===== src/rtl/riscv_button_scan_ctrl.sv =====
// Multi-button debounce controller: shared tick prescaler, per-channel debounce FSMs,
// pending event flags and a round-robin event arbiter. Long-press: RISCV_BTN_LONG_PRESS_EN.
module riscv_button_scan_ctrl #(
  parameter int unsigned NUM_BTN    = 4,
  parameter int unsigned TICK_DIV   = 10000,
  parameter int unsigned DEB_TICKS  = 20,
  parameter int unsigned HOLD_TICKS = 100
) (
  input  logic                       clk,
  input  logic                       reset,
  input  logic                       enable,
  input  logic [NUM_BTN-1:0]         btn_in,
  output logic [NUM_BTN-1:0]         debounced,
  output logic                       evt_valid,
  input  logic                       evt_ready,
  output logic [$clog2(NUM_BTN)-1:0] evt_id,
  output logic [1:0]                 evt_type,
  output logic                       evt_overflow,
  input  logic                       clear_overflow
);

  localparam int unsigned IdW  = $clog2(NUM_BTN);
  localparam int unsigned PreW = $clog2(TICK_DIV);
`ifdef RISCV_BTN_LONG_PRESS_EN
  localparam int unsigned CntW = $clog2(HOLD_TICKS);
  localparam logic [CntW-1:0] HoldLast = CntW'(HOLD_TICKS - 1);
  localparam logic [CntW-1:0] HoldPre  = CntW'(HOLD_TICKS - 2);
`else
  localparam int unsigned CntW = $clog2(DEB_TICKS);
`endif
  localparam logic [CntW-1:0] DebLast = CntW'(DEB_TICKS - 1);
  localparam logic [PreW-1:0] PreLast = PreW'(TICK_DIV - 1);

  localparam logic [1:0] EvtPress   = 2'b00;
  localparam logic [1:0] EvtRelease = 2'b01;
  localparam logic [1:0] EvtLong    = 2'b10;

  typedef enum logic [1:0] {StIdle, StPWait, StPressed, StRWait} state_e;

  logic [NUM_BTN-1:0] sync1_q, sync1_d, sync2_q, sync2_d;
  logic [PreW-1:0]    presc_q, presc_d;
  logic               tick;

  state_e             state_q [NUM_BTN];
  state_e             state_d [NUM_BTN];
  logic [CntW-1:0]    cnt_q   [NUM_BTN];
  logic [CntW-1:0]    cnt_d   [NUM_BTN];

  logic [NUM_BTN-1:0] pend_press_q, pend_press_d, set_press, grant_press;
  logic [NUM_BTN-1:0] pend_rel_q, pend_rel_d, set_rel, grant_rel;
`ifdef RISCV_BTN_LONG_PRESS_EN
  logic [NUM_BTN-1:0] pend_long_q, pend_long_d, set_long, grant_long;
  logic [NUM_BTN-1:0] long_done_q, long_done_d;
`endif
  logic [NUM_BTN-1:0] pend_any;
  logic [NUM_BTN-1:0] drop;

  logic               evt_valid_q, evt_valid_d;
  logic [IdW-1:0]     evt_id_q, evt_id_d;
  logic [1:0]         evt_type_q, evt_type_d;
  logic [IdW-1:0]     ptr_q, ptr_d;
  logic               ovf_q, ovf_d;
  logic               slot_free, found;
  logic [IdW-1:0]     sel;

  function automatic logic [IdW-1:0] rr_idx(input logic [IdW-1:0] base, input int unsigned k);
    int unsigned s;
    s = 32'(base) + k;
    if (s >= NUM_BTN) s = s - NUM_BTN;
    return IdW'(s);
  endfunction

  // Synchroniser and shared prescaler
  always_comb begin
    sync1_d = btn_in;
    sync2_d = sync1_q;
    tick    = enable && (presc_q == PreLast);
    if (!enable || tick) presc_d = '0;
    else                 presc_d = presc_q + 1'b1;
  end

  // Per-channel debounce FSMs; a level change wins over a tick in the same cycle
  always_comb begin
    for (int unsigned i = 0; i < NUM_BTN; i++) begin
      state_d[i]   = state_q[i];
      cnt_d[i]     = cnt_q[i];
      set_press[i] = 1'b0;
      set_rel[i]   = 1'b0;
`ifdef RISCV_BTN_LONG_PRESS_EN
      set_long[i]    = 1'b0;
      long_done_d[i] = long_done_q[i];
`endif
      debounced[i] = (state_q[i] == StPressed) || (state_q[i] == StRWait);
      if (!enable) begin
        state_d[i] = StIdle;
        cnt_d[i]   = '0;
`ifdef RISCV_BTN_LONG_PRESS_EN
        long_done_d[i] = 1'b0;
`endif
      end else begin
        unique case (state_q[i])
          StIdle: begin
            if (sync2_q[i]) begin
              state_d[i] = StPWait;
              cnt_d[i]   = '0;
            end
          end
          StPWait: begin
            if (!sync2_q[i]) begin
              state_d[i] = StIdle;
              cnt_d[i]   = '0;
            end else if (tick) begin
              if (cnt_q[i] == DebLast) begin
                state_d[i]   = StPressed;
                cnt_d[i]     = '0;
                set_press[i] = 1'b1;
              end else begin
                cnt_d[i] = cnt_q[i] + 1'b1;
              end
            end
          end
          StPressed: begin
            if (!sync2_q[i]) begin
              state_d[i] = StRWait;
              cnt_d[i]   = '0;
            end
`ifdef RISCV_BTN_LONG_PRESS_EN
            else if (tick && (cnt_q[i] != HoldLast)) begin
              cnt_d[i] = cnt_q[i] + 1'b1;
              if ((cnt_q[i] == HoldPre) && !long_done_q[i]) begin
                set_long[i]    = 1'b1;
                long_done_d[i] = 1'b1;
              end
            end
`endif
          end
          StRWait: begin
            if (sync2_q[i]) begin
              state_d[i] = StPressed;
              cnt_d[i]   = '0;
            end else if (tick) begin
              if (cnt_q[i] == DebLast) begin
                state_d[i] = StIdle;
                cnt_d[i]   = '0;
                set_rel[i] = 1'b1;
`ifdef RISCV_BTN_LONG_PRESS_EN
                long_done_d[i] = 1'b0;
`endif
              end else begin
                cnt_d[i] = cnt_q[i] + 1'b1;
              end
            end
          end
          default: state_d[i] = StIdle;
        endcase
      end
    end
  end

  // Round-robin arbiter; ptr_q holds the first channel of the next search
  always_comb begin
    pend_any = pend_press_q | pend_rel_q;
`ifdef RISCV_BTN_LONG_PRESS_EN
    pend_any = pend_any | pend_long_q;
    grant_long = '0;
`endif
    grant_press = '0;
    grant_rel   = '0;
    found       = 1'b0;
    sel         = '0;
    for (int unsigned k = 0; k < NUM_BTN; k++) begin
      if (!found && pend_any[rr_idx(ptr_q, k)]) begin
        found = 1'b1;
        sel   = rr_idx(ptr_q, k);
      end
    end

    slot_free   = !evt_valid_q || evt_ready;
    evt_valid_d = evt_valid_q;
    evt_id_d    = evt_id_q;
    evt_type_d  = evt_type_q;
    ptr_d       = ptr_q;
    if (slot_free) begin
      evt_valid_d = 1'b0;
      if (found && enable) begin
        evt_valid_d = 1'b1;
        evt_id_d    = sel;
        ptr_d       = (sel == IdW'(NUM_BTN - 1)) ? '0 : sel + 1'b1;
        if (pend_press_q[sel]) begin
          evt_type_d       = EvtPress;
          grant_press[sel] = 1'b1;
        end
`ifdef RISCV_BTN_LONG_PRESS_EN
        else if (pend_long_q[sel]) begin
          evt_type_d      = EvtLong;
          grant_long[sel] = 1'b1;
        end
`endif
        else begin
          evt_type_d     = EvtRelease;
          grant_rel[sel] = 1'b1;
        end
      end
    end
  end

  // Pending flags and sticky overflow; a set on an already-pending flag is dropped
  always_comb begin
    drop = (set_press & pend_press_q & ~grant_press) | (set_rel & pend_rel_q & ~grant_rel);
`ifdef RISCV_BTN_LONG_PRESS_EN
    drop = drop | (set_long & pend_long_q & ~grant_long);
    pend_long_d = enable ? ((pend_long_q & ~grant_long) | set_long) : '0;
`endif
    pend_press_d = enable ? ((pend_press_q & ~grant_press) | set_press) : '0;
    pend_rel_d   = enable ? ((pend_rel_q & ~grant_rel) | set_rel) : '0;
    if (|drop)               ovf_d = 1'b1;
    else if (clear_overflow) ovf_d = 1'b0;
    else                     ovf_d = ovf_q;
  end

  always_ff @(posedge clk) begin
    if (reset) begin
      sync1_q      <= '0;
      sync2_q      <= '0;
      presc_q      <= '0;
      for (int unsigned i = 0; i < NUM_BTN; i++) begin
        state_q[i] <= StIdle;
        cnt_q[i]   <= '0;
      end
      pend_press_q <= '0;
      pend_rel_q   <= '0;
`ifdef RISCV_BTN_LONG_PRESS_EN
      pend_long_q  <= '0;
      long_done_q  <= '0;
`endif
      evt_valid_q  <= 1'b0;
      evt_id_q     <= '0;
      evt_type_q   <= '0;
      ptr_q        <= '0;
      ovf_q        <= 1'b0;
    end else begin
      sync1_q      <= sync1_d;
      sync2_q      <= sync2_d;
      presc_q      <= presc_d;
      state_q      <= state_d;
      cnt_q        <= cnt_d;
      pend_press_q <= pend_press_d;
      pend_rel_q   <= pend_rel_d;
`ifdef RISCV_BTN_LONG_PRESS_EN
      pend_long_q  <= pend_long_d;
      long_done_q  <= long_done_d;
`endif
      evt_valid_q  <= evt_valid_d;
      evt_id_q     <= evt_id_d;
      evt_type_q   <= evt_type_d;
      ptr_q        <= ptr_d;
      ovf_q        <= ovf_d;
    end
  end

  assign evt_valid    = evt_valid_q;
  assign evt_id       = evt_id_q;
  assign evt_type     = evt_type_q;
  assign evt_overflow = ovf_q;

endmodule


===== config.mk =====
export PLATFORM = sky130hd
export DESIGN_NAME = riscv_button_scan_ctrl
export DESIGN_NICKNAME = d
export VERILOG_FILES = /design/src/rtl/riscv_button_scan_ctrl.sv
export SDC_FILE = /design/constraint.sdc
export NUM_CORES = 1
export LEC_CHECK = 0
export BUFFER_PORTS_ARGS = -buffer_cell sky130_fd_sc_hd__buf_2
export CORE_ASPECT_RATIO = 1.75
export CORE_MARGIN = 4
export CORE_UTILIZATION = 29
export DETAILED_ROUTE_END_ITERATION = 7
export PLACE_DENSITY_LB_ADDON = 0.25
export SLEW_MARGIN = 40
export SYNTH_ARGS = -nofsm -noshare
export SYNTH_HDL_FRONTEND = slang
export SYNTH_SLANG_ARGS = --single-unit

===== constraint.sdc =====
create_clock -name clk -period 2.35 [get_ports clk]
set_input_delay 0.47 -clock clk [delete_from_list [all_inputs] [get_ports clk]]
set_output_delay 0.47 -clock clk [all_outputs]
set_load 0.1 [all_outputs]

==> flow_summary.json <==
{
  "finalCoreUtilization_pct": 37.12,
  "leakagePower_nw": 1.509,
  "hpwl_um": 6159,
  "cts_tree": "yes",
  "violations": "setup timing",
  "syn-cell-area_um2": 3246,
  "insertedDiodeCount": 0,
  "grt.total_usage_pct": 13.57,
  "synth_nets": 405,
  "cp_data_required_time_ns": 2.61,
  "drc": 0,
  "vias": 2980,
  "die_w_um": 87.97,
  "synth_top_flop_cell": "dfxtp_1",
  "async_flop_share_pct": 0,
  "peakVddDrop_mv": 0.4713,
  "fillers": 1126,
  "syn_to_final_growth_pct": 23.79,
  "fin_ws_ns": -0.002063,
  "vias_per_cell": 5.210,
  "fp.coreArea_um2": 10820,
  "dieArea_um2": 13020,
  "finalSetupViolations": 1,
  "fmax_mhz": 425.2,
  "ys_warn_count": 0,
  "p_per_area_nw_per_um2": 575.7,
  "crit_path_max_fanout": 9,
  "wl_per_cell_um": 14.26,
  "grt_overflow_total": 0,
  "grt_pass1_wl_um": 13920,
  "cp_slowest_cell": "or4_4",
  "status": "complete, but fails checks",
  "drive_gt1_share_pct": 21.04,
  "clk_pin_slew_ns": 0.05,
  "crit_path_max_incr_delay_ns": 0.59,
  "r2r_cells": 5,
  "cts_inserted_buffers": 9,
  "final_cell_mix": "dfxtp_1 (64), nor2_1 (51), buf_4 (36)",
  "cts_sinks": 65,
  "reg2reg_from": "presc_q[11]",
  "io_buffers": 17,
  "crit_top_cell": "or4_4",
  "drv_cap": 0,
  "syn_area_per_cell_um2": 8.322,
  "synth_edf_count": 0,
  "synthCells": 390,
  "grt_pass1_vias": 2981,
  "fin_crit_sh_pct": 100.1,
  "mostFrequentLayoutCell": "dfxtp_1",
  "worst_pin_slew_ns": 0.6570,
  "drtPass1Iterations": 5,
  "antenna_found_initial": 0,
  "slew_violations": 0,
  "dpl_worst_slack_ns": -0.04182,
  "ys_seq_area_share_pct": 40.09,
  "io_pins": 19,
  "crit_path_end_kind": "flip-flop",
  "htree_levels": 3,
  "clkLatencyLatePin_ns": 0.33,
  "die_y_um": 148.0,
  "fin_nets": 454,
  "worst-r2r-setup-slack_ns": -0.002,
  "min_path_cells": 2,
  "cp_cell_sequence": "or4b_4, or4_4, buf_8, or4_4, a21oi_2",
  "rows": 50,
  "arrival_ns": 2.61,
  "max-slew-margin-rel_pct": 55.74,
  "grt_start_max_net_pins": 24,
  "ant_nets": 0,
  "clk_path_buf_depth": 2,
  "holdBufCountCts": 0,
  "fin_hold_ws_ns": 0.3497,
  "worst-setup-path-type": "reg2reg",
  "drtIter0Drc": 169,
  "min_from": "btn_in[0]",
  "wirelength_um": 8159,
  "clock-skew-final_ns": 0.006316,
  "ys_ff_latch": 65,
  "rr_endpoint": "cnt_q[8]",
  "min_period_ns": 2.352,
  "min_path_type": "in2reg",
  "min_to": "sync1_q[0]",
  "place.gp.congestion": 0.8185,
  "yosysUniqueCellTypes": 55,
  "rsz0062_at_grt": "yes",
  "hold_viol_final": 0,
  "crit_path_start_kind": "flip-flop",
  "cts_root_buffer": "clkbuf_16",
  "initial_core_util_pct": 29.99
}
-- where the power goes --
group          switching [mW]  internal, mW
clock                   0.433         0.700
combinational          0.0416        0.0184
sequential            0.00660          1.11
total                   0.482          1.83
-- metal layers --
metal	vias up	routed length [µm]	GRT usage [%]
li1	1507	-	-
met1	1423	3259	14.82
met2	36	4513	24.17
met3	14	194	2.733
met4	0	191	6.682
met5	-	0	0
-- cells in the mapped netlist (5+ instances only) --
cell type / n / area [µm²]
dfxtp_1: 65 / 1301
nor2_1: 51 / 191.4
a21oi_1: 37 / 185.2
nand2_1: 31 / 116.4
o21ai_0: 25 / 125.1
nor2b_1: 21 / 131.4
nand3_1: 15 / 75.07
clkbuf_1: 10 / 37.54
xor2_1: 10 / 87.58
nand4_1: 8 / 50.05
nor3_1: 8 / 40.04
and3_1: 6 / 37.54
ha_1: 6 / 75.07
or3_1: 6 / 37.54
a211oi_1: 5 / 37.54
mux2i_1: 5 / 50.05
nand2b_1: 5 / 31.28
o21a_1: 5 / 37.54
o22a_1: 5 / 43.79
-- state kept, by name, summed over array words and instances (netlist names), named ones only --
signal and count:
pend_rel_q 4, cnt_q 20, sync2_q 4, evt_type 1, evt_valid 1, state_q 4
sync1_q 4, presc_q 14, evt_id 2, pend_press_q 4, evt_overflow 1, ptr_q 2
-- worst max-delay path by stage --
| stage | from | to | slack, ns | cells past startpoint |
|---|---|---|---|---|
| after floorplan | presc_q[5] | cnt_q[13] | 0.04 | 5 |
| after global placement | presc_q[5] | evt_overflow | -0.02 | 7 |
| after detailed placement | presc_q[5] | evt_overflow | -0.04 | 7 |
| after CTS | presc_q[5] | evt_overflow | 0.004 | 7 |
| after global routing | presc_q[11] | evt_overflow | -0.11 | 8 |
| final | presc_q[11] | cnt_q[8] | -0.002 | 5 |
-- layout make-up --
| type | count | area (µm²) | share of cell area (%) |
|---|---|---|---|
| Inverter | 4 | 15.01 | 0.3737 |
| Multi-Input combinational cell | 305 | 1922 | 47.84 |
| Sequential cell | 65 | 1303 | 32.42 |
| Clock inverter | 1 | 5.005 | 0.1246 |
| Clock buffer | 13 | 240.2 | 5.979 |
| Timing Repair Buffer | 54 | 370.4 | 9.218 |
| Tap cell | 130 | 162.7 | 4.049 |
-- logic make-up after synthesis --
logic type               share of synthesized area [%]
AND/OR/NAND/NOR                                  31.11
AO/OA/AOI/OAI                                    18.31
flip-flops                                       40.09
buffers and inverters                            2.737
XOR/XNOR                                         3.778
adder cells (fa/ha/maj)                          2.313
multiplexers                                     1.542
other                                           0.1155
-- critical path, delay by kind of cell, from the launching register on --
kind	cells	cell delay, ns
flops	1	0.31
compound gates	1	0.14
simple gates	3	1.66
buf+inv	1	0.16
-- timing repair --
item	CTS	global route
buffers inserted	0	5
hold endpoints to repair	0	0
resized for setup	3	18
endpoints found under the setup margin	3	13
pin swaps	0	10
gates cloned	0	0
-- metrics by stage --
stage	cell area, µm²	TNS [ns]	power (mW)	instances
floorplan	3246	0	1.179	390
global placement	3660	-0.02102	1.202	553
detailed placement	3660	-0.04182	1.203	553
CTS	3920	0	2.357	567
global route	4018	-0.2559	2.414	572
finish	4018	-0.002063	2.313	572
Note: power is estimated with default switching activity, not from simulation.
